<file path="src/rtl/mesi_isc_broad_pkg.sv">
// Shared definitions for the N-CPU MESI broadcast unit: cbus command codes,
// broadcast types, FSM states and the latched request entry.
package mesi_isc_broad_pkg;

  localparam logic [2:0] CBUS_CMD_NOP      = 3'd0;
  localparam logic [2:0] CBUS_CMD_WR_SNOOP = 3'd1;
  localparam logic [2:0] CBUS_CMD_RD_SNOOP = 3'd2;
  localparam logic [2:0] CBUS_CMD_EN_WR    = 3'd3;
  localparam logic [2:0] CBUS_CMD_EN_RD    = 3'd4;

  localparam logic [1:0] BROAD_TYPE_WR = 2'd1;
  localparam logic [1:0] BROAD_TYPE_RD = 2'd2;

  // Entry fields are sized for the largest supported configuration; the top
  // level zero-extends its parameter-width fields into them.
  localparam int ENT_ADDR_W = 64;
  localparam int ENT_TYPE_W = 2;
  localparam int ENT_CPU_W  = 8;
  localparam int ENT_ID_W   = 16;

  typedef enum logic [1:0] {
    ST_IDLE,
    ST_SNOOP,
    ST_ENABLE,
    ST_RETIRE
  } broad_state_t;

  typedef struct packed {
    logic [ENT_ADDR_W-1:0] addr;
    logic [ENT_TYPE_W-1:0] btype;
    logic [ENT_CPU_W-1:0]  cpu_id;
    logic [ENT_ID_W-1:0]   id;
  } broad_entry_t;

endpackage

</file>
<file path="src/rtl/mesi_isc_broad_fifo.sv">
// Parametrised synchronous FIFO; a push while full is dropped, and fullness is
// judged before any same-cycle pop.
module mesi_isc_broad_fifo #(
  parameter int DATA_W     = 8,
  parameter int DEPTH      = 4,
  parameter int DEPTH_LOG2 = 2
) (
  input  logic                  clk,
  input  logic                  rst,
  input  logic                  i_push,
  input  logic                  i_pop,
  input  logic [DATA_W-1:0]     i_data,
  output logic [DATA_W-1:0]     o_data,
  output logic                  o_full,
  output logic                  o_empty,
  output logic [DEPTH_LOG2:0]   o_count
);

  logic [DATA_W-1:0]     r_mem [DEPTH];
  logic [DEPTH_LOG2-1:0] r_wr_ptr;
  logic [DEPTH_LOG2-1:0] r_rd_ptr;
  logic [DEPTH_LOG2:0]   r_count;
  logic                  w_push_ok;
  logic                  w_pop_ok;

  assign o_full    = (r_count == (DEPTH_LOG2+1)'(DEPTH));
  assign o_empty   = (r_count == '0);
  assign o_count   = r_count;
  assign o_data    = r_mem[r_rd_ptr];
  assign w_push_ok = i_push && !o_full;
  assign w_pop_ok  = i_pop && !o_empty;

  always_ff @(posedge clk) begin
    if (rst) begin
      r_wr_ptr <= '0;
      r_rd_ptr <= '0;
      r_count  <= '0;
    end else begin
      if (w_push_ok) r_wr_ptr <= r_wr_ptr + 1'b1;
      if (w_pop_ok)  r_rd_ptr <= r_rd_ptr + 1'b1;
      if (w_push_ok && !w_pop_ok)      r_count <= r_count + 1'b1;
      else if (!w_push_ok && w_pop_ok) r_count <= r_count - 1'b1;
    end
  end

  always_ff @(posedge clk) begin
    if (w_push_ok) r_mem[r_wr_ptr] <= i_data;
  end

endmodule

</file>
<file path="src/rtl/mesi_isc_broad_nc.sv">
// N-CPU MESI broadcast unit: queues requests, snoops every non-originating CPU,
// then enables the originator. Optional macro MESI_ISC_BROAD_ERR_EN adds err_o.
module mesi_isc_broad_nc
  import mesi_isc_broad_pkg::*;
#(
  parameter int CPU_COUNT        = 4,
  parameter int CPU_ID_WIDTH     = 2,
  parameter int CBUS_CMD_WIDTH   = 3,
  parameter int ADDR_WIDTH       = 32,
  parameter int BROAD_TYPE_WIDTH = 2,
  parameter int BROAD_ID_WIDTH   = 5,
  parameter int FIFO_DEPTH       = 4,
  parameter int FIFO_DEPTH_LOG2  = 2
) (
  input  logic                                clk,
  input  logic                                rst,
  input  logic [CPU_COUNT-1:0]                cbus_ack_array_i,
  input  logic                                broad_fifo_wr_i,
  input  logic [ADDR_WIDTH-1:0]               broad_addr_i,
  input  logic [BROAD_TYPE_WIDTH-1:0]         broad_type_i,
  input  logic [CPU_ID_WIDTH-1:0]             broad_cpu_id_i,
  input  logic [BROAD_ID_WIDTH-1:0]           broad_id_i,
  output logic [ADDR_WIDTH-1:0]               cbus_addr_o,
  output logic [CPU_COUNT*CBUS_CMD_WIDTH-1:0] cbus_cmd_array_o,
  output logic                                fifo_status_full_o,
  output logic [FIFO_DEPTH_LOG2:0]            fifo_count_o,
  output logic                                broad_done_o,
  output logic [BROAD_ID_WIDTH-1:0]           broad_done_id_o,
  output logic                                busy_o
`ifdef MESI_ISC_BROAD_ERR_EN
  ,
  output logic [1:0]                          err_o
`endif
);

  localparam int ENTRY_W = ADDR_WIDTH + BROAD_TYPE_WIDTH + CPU_ID_WIDTH + BROAD_ID_WIDTH;

  logic [ENTRY_W-1:0]          w_push_data;
  logic [ENTRY_W-1:0]          w_pop_data;
  logic                        w_empty;
  logic                        w_pop;
  logic [BROAD_TYPE_WIDTH-1:0] w_head_type;
  logic                        w_head_valid;
  broad_entry_t                w_head;
  broad_entry_t                r_entry;
  broad_state_t                r_state;
  broad_state_t                w_state_nxt;
  logic [CPU_COUNT-1:0]        r_mask;
  logic [CPU_COUNT-1:0]        w_mask_nxt;
  logic [CPU_COUNT-1:0]        w_orig_sel;
  logic                        w_is_wr;

  assign w_push_data = {broad_addr_i, broad_type_i, broad_cpu_id_i, broad_id_i};

  mesi_isc_broad_fifo #(
    .DATA_W     (ENTRY_W),
    .DEPTH      (FIFO_DEPTH),
    .DEPTH_LOG2 (FIFO_DEPTH_LOG2)
  ) u_fifo (
    .clk     (clk),
    .rst     (rst),
    .i_push  (broad_fifo_wr_i),
    .i_pop   (w_pop),
    .i_data  (w_push_data),
    .o_data  (w_pop_data),
    .o_full  (fifo_status_full_o),
    .o_empty (w_empty),
    .o_count (fifo_count_o)
  );

  assign w_head_type   = w_pop_data[BROAD_ID_WIDTH+CPU_ID_WIDTH +: BROAD_TYPE_WIDTH];
  assign w_head.addr   = ENT_ADDR_W'(w_pop_data[ENTRY_W-1 -: ADDR_WIDTH]);
  assign w_head.btype  = ENT_TYPE_W'(w_head_type);
  assign w_head.cpu_id = ENT_CPU_W'(w_pop_data[BROAD_ID_WIDTH +: CPU_ID_WIDTH]);
  assign w_head.id     = ENT_ID_W'(w_pop_data[BROAD_ID_WIDTH-1:0]);

  assign w_head_valid = ((w_head_type == BROAD_TYPE_WIDTH'(BROAD_TYPE_WR)) ||
                         (w_head_type == BROAD_TYPE_WIDTH'(BROAD_TYPE_RD))) &&
                        (w_head.cpu_id < ENT_CPU_W'(CPU_COUNT));

  assign w_orig_sel = CPU_COUNT'(1) << r_entry.cpu_id;
  assign w_is_wr    = (r_entry.btype == BROAD_TYPE_WR);

  always_comb begin
    w_state_nxt = r_state;
    w_mask_nxt  = r_mask;
    w_pop       = 1'b0;
    case (r_state)
      ST_IDLE: begin
        if (!w_empty) begin
          w_pop = 1'b1;
          // Invalid entries skip the cbus entirely and just retire.
          if (w_head_valid) begin
            w_mask_nxt  = ~(CPU_COUNT'(1) << w_head.cpu_id);
            w_state_nxt = ST_SNOOP;
          end else begin
            w_mask_nxt  = '0;
            w_state_nxt = ST_RETIRE;
          end
        end
      end
      ST_SNOOP: begin
        w_mask_nxt = r_mask & ~cbus_ack_array_i;
        if (w_mask_nxt == '0) w_state_nxt = ST_ENABLE;
      end
      ST_ENABLE: begin
        if (|(cbus_ack_array_i & w_orig_sel)) w_state_nxt = ST_RETIRE;
      end
      ST_RETIRE: w_state_nxt = ST_IDLE;
      default:   w_state_nxt = ST_IDLE;
    endcase
  end

  always_ff @(posedge clk) begin
    if (rst) begin
      r_state <= ST_IDLE;
      r_mask  <= '0;
    end else begin
      r_state <= w_state_nxt;
      r_mask  <= w_mask_nxt;
    end
  end

  always_ff @(posedge clk) begin
    if (w_pop) r_entry <= w_head;
  end

  always_comb begin
    cbus_cmd_array_o = '0;
    for (int i = 0; i < CPU_COUNT; i++) begin
      if (r_state == ST_SNOOP && r_mask[i])
        cbus_cmd_array_o[i*CBUS_CMD_WIDTH +: CBUS_CMD_WIDTH] =
          CBUS_CMD_WIDTH'(w_is_wr ? CBUS_CMD_WR_SNOOP : CBUS_CMD_RD_SNOOP);
      else if (r_state == ST_ENABLE && w_orig_sel[i])
        cbus_cmd_array_o[i*CBUS_CMD_WIDTH +: CBUS_CMD_WIDTH] =
          CBUS_CMD_WIDTH'(w_is_wr ? CBUS_CMD_EN_WR : CBUS_CMD_EN_RD);
    end
  end

  // Latched data is never reset, so every data output is gated by state.
  assign busy_o          = (r_state != ST_IDLE);
  assign cbus_addr_o     = busy_o ? ADDR_WIDTH'(r_entry.addr) : '0;
  assign broad_done_o    = (r_state == ST_RETIRE);
  assign broad_done_id_o = broad_done_o ? BROAD_ID_WIDTH'(r_entry.id) : '0;

`ifdef MESI_ISC_BROAD_ERR_EN
  logic r_invalid;

  always_ff @(posedge clk) begin
    if (w_pop) r_invalid <= !w_head_valid;
  end

  always_ff @(posedge clk) begin
    if (rst) begin
      err_o <= '0;
    end else begin
      if (broad_fifo_wr_i && fifo_status_full_o) err_o[0] <= 1'b1;
      if (r_state == ST_RETIRE && r_invalid)     err_o[1] <= 1'b1;
    end
  end
`endif

endmodule

</file>
<file path="config.mk">
export PLATFORM = sky130hd
export DESIGN_NAME = mesi_isc_broad_nc
export DESIGN_NICKNAME = d
export VERILOG_FILES = /design/src/rtl/mesi_isc_broad_pkg.sv /design/src/rtl/mesi_isc_broad_fifo.sv /design/src/rtl/mesi_isc_broad_nc.sv
export SDC_FILE = /design/constraint.sdc
export NUM_CORES = 1
export LEC_CHECK = 0
export BUFFER_PORTS_ARGS = -buffer_cell sky130_fd_sc_hd__buf_4
export CAP_MARGIN = 5
export CELL_PAD_IN_SITES_DETAIL_PLACEMENT = 1
export CELL_PAD_IN_SITES_GLOBAL_PLACEMENT = 1
export CORE_ASPECT_RATIO = 2
export CORE_MARGIN = 10
export CORE_UTILIZATION = 30
export CTS_BUF_LIST = sky130_fd_sc_hd__clkbuf_16
export CTS_CLUSTER_DIAMETER = 120
export CTS_CLUSTER_SIZE = 10
export DETAILED_ROUTE_END_ITERATION = 12
export GPL_ROUTABILITY_DRIVEN = 1
export GPL_TIMING_DRIVEN = 0
export PLACE_DENSITY = 0.52
export SLEW_MARGIN = 20
export SYNTH_ARGS = -nofsm -noshare
export SYNTH_HDL_FRONTEND = slang
export SYNTH_SLANG_ARGS = --single-unit
export TNS_END_PERCENT = 20
</file>
<file path="constraint.sdc">
create_clock -name clk -period 3.71 [get_ports clk]
set_clock_uncertainty 0.05 [all_clocks]
set_input_delay 0.1855 -clock clk [delete_from_list [all_inputs] [get_ports clk]]
set_output_delay 0.1855 -clock clk [all_outputs]
set_load 0.005 [all_outputs]
</file>
==> impl_metrics.toml, run 1 <==
[placed_design]
hpwlAfterDp_mm = 13.30
portBuffers = 102
gp_congestion = 0.7962
placed_area_um2 = 9766

[finish]
antennaDiodeCount = 0
fill_cells = 2796
synthToLayoutAreaGrowth_pct = 28.28
final_cell_mix = "205 x edfxtp_1, 106 x buf_4, 42 x dlygate4sd3_1"
post-route-util = 0.3876
nNetsFinal = 666
fin_area_um2 = 10890
drive_gt1_frac = 0.2939
final_common_cell = "edfxtp_1"

[sta]
fmax_mhz = 381.7
rsz0062_at_grt = "false"
relSlewSlack = 0.4882
tightestPinTransition_ns = 0.7648
finalSetupViolations = 0
drv_slew = 0
finalHoldViolCount = 0
tns_ns = 0
timing.final.crit_period_ns = 2.620
post-route-period-util = 0.7061

[clocking]
postCtsSetupBuffers = 0
htreeDepth = 1
clk_path_buf_depth = 3
root_buffer = "clkbuf_16"
cts_resized = 0
cts_buffers = 25
cts_tree = "done"
cts_hold_repair.buffers = 42
clock_latency_ns = 0.51
cts.sink_count = 220
path_clk_slew_ns = 0.06

[worst_setup_path]
crit_type = "flop to primary output"
endpoint_kind = "primary output"
slowest_stage = "clkbuf_1"
crit_required_ns = 3.47
crit_chain = "inv_1, ha_1, buf_2, clkbuf_1, nor2b_1, buf_4"
max_stage_delay_ns = 0.59
critPathLaunchType = "flop"
cp_data_arrival_time_ns = 2.38
path_max_fanout = 10

[power]
ir_drop_v = 0.0002753
clock_power_share = 0.279
p_sw_mw = 2.208
pwr-share-seq = 0.452
combPwrFrac = 0.269
power_density_nw_per_um2 = 700.0
swShare = 0.2897
finalPower_mw = 7.621
p_int_mw = 5.413
p_leak_nw = 3.826

[outcome]
outcome = "completed"

[global_routing]
grt-ovfl-total = 0
first_global_vias = 5398
grt_pass1_wl_mm = 31.49
grt_max_degree = 44
antenna_found_initial = 0
track_usage = 0.1121

[yosys]
synth_flop_cell = "edfxtp_1"
synth_async_sr_flop_share = 0
synth_warnings = 0
syn-num-nets = 493
syn_area_um2 = 8487
synth-seq-cells = 220
yosysUniqueCellTypes = 32
synth_edf_count = 205
netlist_top_cells_area = "edfxtp_1 73%, mux4_2 11%, dfxtp_1 3.5%"
syn_area_per_cell_um2 = 19.51
netlist_instances = 435
synth_top_area_frac = 0.7253
ys_seq_area_frac = 0.7607
yosys.area.top_type = "edfxtp_1"

[floorplanning]
fp.dieH_um = 257.9
chipWidth_um = 138.9
io_pins = 103
die_area_um2 = 35820
core_um2 = 28080
initial_core_util = 0.3022
rows = 87

[detailed_routing]
drc = 0
dr.pass1.iters = 6
num_vias = 4510
routed_wl_mm = 20.58
ant_nets = 0
wl_per_cell_um = 20.96
vias_per_cell = 4.593
first_iter_violations = 161

[job]
maxCapViolCount = 0

[min_path]
hp-class = "input pin to flop"
state kept, by name, summed over array words and instances, names as in the netlist, named ones only:
signal           count
r_state              2
u_fifo.o_count       3
r_mask               4
u_fifo.r_mem       164
u_fifo.r_wr_ptr      2
r_entry             41
u_fifo.r_rd_ptr      2
power groups by stage:
stage	Clock (mW)	Sequential (mW)	Combinational, mW
2_1_floorplan	0	3.44	1.15
3_3_place_gp	0	3.49	2.02
3_5_place_dp	0	3.50	2.09
4_1_cts	2.21	3.45	2.14
5_1_grt	2.32	3.48	2.26
6_report	2.13	3.44	2.05
path summary, 6_finish.rpt:
kind / start / to / slack, ns / depth (start not counted)
setup / recovery: r_state[0] / cbus_addr_o[15] / 1.09 / 6
hold / removal: cbus_ack_array_i[1] / r_mask[1] / 0.04 / 4
hold reg to reg: u_fifo.o_count[2] / u_fifo.o_count[2] / 0.52 / 2
setup reg to reg: r_state[0] / u_fifo.o_count[2] / 1.15 / 10
metal layers:
| metal | share of wire | global-route usage | vias to the layer above |
|---|---|---|---|
| met3 | 0.040 | 0.02022 | 28 |
| met1 | 0.36 | 0.1085 | 2322 |
| met2 | 0.57 | 0.2226 | 112 |
| li1 | - | - | 2048 |
| met5 | 0 | 0 | - |
| met4 | 0.026 | 0.04686 | 0 |
cell type report:
cell class | count | area (µm²) | area share
clock inverter | 20 | 75.07 | 0.006896
inverter | 9 | 36.28 | 0.003333
tap | 356 | 445.4 | 0.04091
sequential | 220 | 6456 | 0.5930
timing repair buffer | 146 | 1241 | 0.1140
multi-input combinational | 187 | 1914 | 0.1758
buffer | 19 | 92.59 | 0.008505
clock buffer | 25 | 625.6 | 0.05746
cell usage after synthesis (2+ instances only):
master and n:
dfxtp_1 15, nor2b_1 39, clkbuf_1 9, inv_1 9, o21ai_0 5, a21oi_1 7
a31oi_1 2, buf_2 5, nor2_1 20, a211oi_1 2, xor2_1 3, nand3_1 7
o22ai_1 8, ha_1 9, xnor2_1 6, mux4_1 2, nand2_1 8, and2_1 9
mux4_2 40, mux2i_1 8, edfxtp_1 205, nand2b_1 4, buf_4 4
logic make-up after synthesis:
| logic type | Yosys count | share of synthesized area |
|---|---|---|
| adders and majority gates | 10 | 0.01563 |
| DFF | 220 | 0.7607 |
| and+or+nand+nor | 92 | 0.05956 |
| xor gates and xnor gates | 9 | 0.009288 |
| AOI/OAI and AO/OA | 26 | 0.01813 |
| muxes | 50 | 0.1218 |
| buffers and inverters | 28 | 0.01489 |
metrics by stage:
stage,instances,hold WS (ns),setup WS [ns]
final,982,0.04338,1.090
after CTS,982,0.002071,0.9641
after detailed placement,895,0.3426,1.145
after global placement,893,0.3358,0.2140
after global routing,982,0.05442,0.9096
after floorplan,435,0.2083,1.337
critical path: cells and delay by family (launching register included):
kind | cells | cell delay (ns)
adders and majority gates | 1 | 0.17
buffers and inverters | 4 | 1.16
DFF | 1 | 0.35
and+or+nand+nor | 1 | 0.18
Note: power is estimated with default switching activity, not from simulation.
==> inputs of run 2 (changes only) <==
--- a/config.mk
+++ b/config.mk
@@ -18,7 +18,7 @@
 export DETAILED_ROUTE_END_ITERATION = 12
 export GPL_ROUTABILITY_DRIVEN = 1
 export GPL_TIMING_DRIVEN = 0
-export PLACE_DENSITY = 0.52
+export PLACE_DENSITY = 0.54
 export SLEW_MARGIN = 20
 export SYNTH_ARGS = -nofsm -noshare
 export SYNTH_HDL_FRONTEND = slang
==> constraint.sdc (replaced) <==
create_clock -name clk -period 2.4 [get_ports clk]
set_clock_uncertainty 0.05 [all_clocks]
set_input_delay 0.12 -clock clk [delete_from_list [all_inputs] [get_ports clk]]
set_output_delay 0.12 -clock clk [all_outputs]
set_load 0.005 [all_outputs]
==> impl_metrics.toml, run 2 (synthesized netlist as in run 1, its figures left out) <==
[outcome]
outcome = "completed"

[clocking]
clock_latency_ns = 0.52
cts.sink_count = 220
cts_buffers = 25
path_clk_slew_ns = 0.06
cts_tree = "done"
clk_path_buf_depth = 3
htreeDepth = 1
root_buffer = "clkbuf_16"

[sta]
tns_ns = 0
finalSetupViolations = 0
finalHoldViolCount = 0
post-route-period-util = 0.9533
drv_slew = 0
tightestPinTransition_ns = 0.7178
fmax_mhz = 437.1
fin_worst_hold_slack_ns = 0.1575
timing.final.crit_period_ns = 2.288
relSlewSlack = 0.5152

[finish]
largest_reg_flops = 164
nNetsFinal = 678
final_cells = 995
synthToLayoutAreaGrowth_pct = 30.37
multi_input_area_um2 = 1933
post-route-util = 0.3940
drive_gt1_frac = 0.3208
fill_cells = 2845
final_common_cell = "edfxtp_1"
regMostFlops = "u_fifo.r_mem"
antennaDiodeCount = 0
final_cell_mix = "205 x edfxtp_1, 112 x buf_4, 46 x dlygate4sd3_1"
regArea_um2 = 6467
largestRegisters = "u_fifo.r_mem x164, r_entry x41, r_mask x4"

[floorplanning]
core_um2 = 28080
rows = 87
chipWidth_um = 138.9
fp.dieH_um = 257.9
initial_core_util = 0.3022
io_pins = 103
die_area_um2 = 35820

[global_routing]
grt-ovfl-total = 0
grt_max_degree = 44
first_global_vias = 5307
antenna_found_initial = 0
track_usage = 0.1121
grt_pass1_wl_mm = 31.38

[worst_setup_path]
critPathLaunchType = "flop"
crit_type = "flop to flop"
crit_required_ns = 2.79
rr_worst_depth = 10
path_max_fanout = 4
r2r_slack_ns = 0.11
endpoint_kind = "flop"
cp_data_arrival_time_ns = 2.68

[detailed_routing]
vias_per_cell = 4.541
dr.pass1.iters = 4
first_iter_violations = 138
drc = 0
ant_nets = 0
routed_wl_mm = 20.35
num_vias = 4518
wl_per_cell_um = 20.45

[placed_design]
hpwlAfterDp_mm = 13.65
gp_congestion = 0.7627
dp_cells = 897
portBuffers = 102

[min_path]
min_path_cells = 5
hp-class = "input pin to flop"

[power]
ir_drop_v = 0.0004306
finalPower_mw = 11.98
p_leak_nw = 3.910
power_density_nw_per_um2 = 1083

[job]
maxCapViolCount = 0
run 2: changes by cell type in the layout (fill, tap and decap cells not counted), sizes merged:
cell | previous run | this run
clkbuf | 34 | 33
buf | 114 | 123
dlygate4sd3 | 42 | 46
inv | 29 | 30
run 2: worst paths after layout:
check / startpoint / endpoint
min: broad_fifo_wr_i / u_fifo.r_wr_ptr[1]
max reg2reg: r_state[0] / u_fifo.o_count[2]
min reg2reg: u_fifo.r_rd_ptr[0] / u_fifo.r_rd_ptr[0]
max: r_state[0] / u_fifo.o_count[2]
run 2: where the power goes:
group | switching [mW] | total (mW) | internal [mW]
Clock | 1.41 | 3.28 | 1.87
Combinational | 1.77 | 3.37 | 1.59
Sequential | 0.251 | 5.34 | 5.08
Total | 3.44 | 12.0 | 8.55
run 2: per-layer routing:
metal | share of wire | vias to the layer above | global-route usage
met3 | 0.035 | 29 | 0.01709
met5 | 0 | - | 0
met2 | 0.59 | 92 | 0.2284
met1 | 0.35 | 2326 | 0.1082
li1 | - | 2071 | -
met4 | 0.021 | 0 | 0.03987
run 2: layout make-up:
| type | count | share of cell area |
|---|---|---|
| Buffer | 19 | 0.009838 |
| Timing Repair Buffer | 158 | 0.1233 |
| Sequential cell | 220 | 0.5845 |
| Tap cell | 356 | 0.04026 |
| Multi-Input combinational cell | 187 | 0.1747 |
| Clock inverter | 21 | 0.007577 |
| Clock buffer | 25 | 0.05654 |
| Inverter | 9 | 0.003279 |
run 2: what timing repair did:
item / in CTS / in global routing
hold buffers: 46 / 0
endpoints found under the setup margin: 31 / 1
gates cloned: 0 / 0
gates resized for setup: 14 / 7
endpoints found under the hold margin: 177 / 0
pin swaps: 1 / 1
buffers inserted: 1 / 5
run 2: critical path: stages, from the launching register on:
cell,delay (ns)
dfxtp_2,0.36
inv_1,0.06
ha_1,0.23
buf_6,0.14
o31ai_4,0.07
ha_2,0.24
inv_1,0.05
fa_1,0.38
xor2_1,0.17
or3_1,0.32
a21oi_1,0.14
run 2: metrics by stage:
| stage | setup WS (ns) | cell area, µm² |
|---|---|---|
| after detailed placement | -0.1975 | 9791 |
| after CTS | 0.01619 | 11000 |
| final | 0.1120 | 11060 |
| after global placement | -1.135 | 9698 |
| after global routing | -0.01404 | 11060 |
| after floorplan | 0.02679 | 8487 |
==> inputs of run 3 (changes only) <==
--- a/config.mk
+++ b/config.mk
@@ -11,14 +11,14 @@
 export CELL_PAD_IN_SITES_GLOBAL_PLACEMENT = 1
 export CORE_ASPECT_RATIO = 2
 export CORE_MARGIN = 10
-export CORE_UTILIZATION = 30
+export CORE_UTILIZATION = 40
 export CTS_BUF_LIST = sky130_fd_sc_hd__clkbuf_16
 export CTS_CLUSTER_DIAMETER = 120
 export CTS_CLUSTER_SIZE = 10
 export DETAILED_ROUTE_END_ITERATION = 12
-export GPL_ROUTABILITY_DRIVEN = 1
+export GPL_ROUTABILITY_DRIVEN = 0
 export GPL_TIMING_DRIVEN = 0
-export PLACE_DENSITY = 0.54
+export PLACE_DENSITY = 0.68
 export SLEW_MARGIN = 20
 export SYNTH_ARGS = -nofsm -noshare
 export SYNTH_HDL_FRONTEND = slang
==> impl_metrics.toml, run 3 (synthesized netlist as in run 1, its figures left out) <==
[sta]
post-route-period-util = 0.9753
relSlewSlack = 0.5300
fmax_mhz = 427.2
rsz0062_at_grt = "true"
finalHoldViolCount = 0
finalSetupViolations = 0
fin_worst_hold_slack_ns = 0.2007
tightestPinTransition_ns = 0.7024
timing.final.crit_period_ns = 2.341
drv_slew = 0
tns_ns = 0
setup_ws_ns = 0.05938

[global_routing]
grt_pass1_wl_mm = 29.56
track_usage = 0.1398
first_global_vias = 5312
antenna_found_initial = 1
grt_max_degree = 42
grt-ovfl-total = 0

[worst_setup_path]
crit_top_cell = "inv_1"
path_max_fanout = 10
rr_worst_depth = 10
cpLargestDelayFamily = "adder cells"
crit_required_ns = 2.79
r2r_slack_ns = 0.06
crit_type = "flop to flop"
slowest_stage = "fa_1"
critPathLaunchType = "flop"
max_stage_delay_ns = 0.37
r2r_end = "u_fifo.o_count[2]"
timing.rr.start = "r_state[0]"
endpoint_kind = "flop"
crit_chain = "inv_1, ha_1, buf_4, o31ai_2, ha_2, inv_1, fa_1, xor2_1, or3_1, a21oi_1"
cp.depth = 10
cp_data_arrival_time_ns = 2.73
worst-path-buf-inv = 3

[min_path]
hp-class = "input pin to flop"
min_to = "u_fifo.r_wr_ptr[0]"
min_path_cells = 5
hp-start = "broad_fifo_wr_i"

[finish]
drive_gt1_frac = 0.3095
final_cells = 900
largest_reg_flops = 164
nNetsFinal = 670
synthToLayoutAreaGrowth_pct = 27.41
largestRegisters = "u_fifo.r_mem x164, r_entry x41, r_mask x4"
final_common_cell = "edfxtp_1"
fill_cells = 1970
multi_input_area_um2 = 1924
regMostFlops = "u_fifo.r_mem"
final_cell_mix = "205 x edfxtp_1, 108 x buf_4, 46 x dlygate4sd3_1"
regArea_um2 = 6461
fin_area_um2 = 10810

[placed_design]
pre_cts_ws_ns = -0.1168
placed_area_um2 = 9619
dp_cells = 807
portBuffers = 102
hpwlAfterDp_mm = 12.59

[floorplanning]
chipWidth_um = 123
die_area_um2 = 27800
initial_core_util = 0.4056
core_um2 = 20930
io_pins = 103
fp.dieH_um = 226.0
rows = 75

[detailed_routing]
num_vias = 4511
ant_nets = 0
routed_wl_mm = 19.29
first_iter_violations = 187
met1_length_mm = 6.591
wl_met3_um = 915
dr.pass1.iters = 4
dr.max_layer_used = "met4"
dr_wl_met2_mm = 11.27
wl_per_cell_um = 21.43
vias_per_cell = 5.012
drc = 0

[clocking]
htreeDepth = 1
cts.sink_count = 220
path_clk_slew_ns = 0.06
root_buffer = "clkbuf_16"
clock_latency_ns = 0.51
clk_path_buf_depth = 3
cts_buffers = 25
cts_tree = "done"

[job]
maxCapViolCount = 0

[power]
ir_drop_v = 0.0006493
power_density_nw_per_um2 = 1087
p_leak_nw = 3.846

[outcome]
outcome = "completed"
==> run 3: cell types whose count changed in the layout (fill, tap and decap cells not counted), sizes merged <==
cell | before | now
buf | 123 | 114
inv | 30 | 29
clkbuf | 33 | 34
diode | 0 | 1
==> run 3: per-stage QoR <==
| stage | util | total power [mW] |
|---|---|---|
| 2_1_floorplan | - | 7.102 |
| 3_3_place_gp | 0.4582 | 8.399 |
| 3_5_place_dp | 0.4597 | 8.573 |
| 4_1_cts | 0.5164 | 11.95 |
| 5_1_grt | 0.5167 | 12.37 |
| 6_report | 0.5167 | 11.75 |
==> run 3: metal layers <==
layer | track usage | vias to the layer above
met5 | 0 | -
met4 | 0.05776 | 0
met1 | 0.1327 | 2299
met3 | 0.02476 | 32
met2 | 0.2775 | 121
li1 | - | 2059
==> run 3: repair_timing <==
action                     4_1_cts  5_1_grt
hold buffers                    46        0
resized for setup               10        2
setup endpoints to repair       32        4
setup buffers                    1        0
hold endpoints to repair       176        0
pin swaps                        1        0
==> run 3: worst reg2reg max path: cells and delay by family, from the launching register on <==
| family | cells | cell delay [ns] |
|---|---|---|
| buffers and inverters | 3 | 0.31 |
| and+or+nand+nor | 1 | 0.31 |
| adders and majority gates | 3 | 0.81 |
| xor gates and xnor gates | 1 | 0.16 |
| DFF | 1 | 0.36 |
| AOI/OAI and AO/OA | 2 | 0.26 |
==> run 3: worst max path at each step <==
| stage | startpoint | endpoint |
|---|---|---|
| after floorplan | u_fifo.o_count[0] | u_fifo.r_mem[1][0] |
| after global placement | u_fifo.o_count[0] | u_fifo.r_mem[2][34] |
| after detailed placement | u_fifo.o_count[0] | u_fifo.o_count[2] |
| after CTS | r_state[0] | cbus_cmd_array_o[1] |
| after global routing | r_state[0] | u_fifo.o_count[2] |
| final | r_state[0] | u_fifo.o_count[2] |
==> run 3: final cells by class <==
cell class / instances / share of cell area
Multi-Input combinational cell: 187 / 0.1780
Tap cell: 269 / 0.03113
Timing Repair Buffer: 150 / 0.1159
Antenna cell: 1 / 0.0002314
Inverter: 9 / 0.003124
Sequential cell: 220 / 0.5975
Buffer: 19 / 0.009257
Clock buffer: 25 / 0.05786
Clock inverter: 20 / 0.006943
==> run 3: report_power, final <==
group | internal [mW] | switching [mW]
Sequential | 5.08 | 0.251
Clock | 1.86 | 1.36
Combinational | 1.49 | 1.70
Total | 8.43 | 3.32
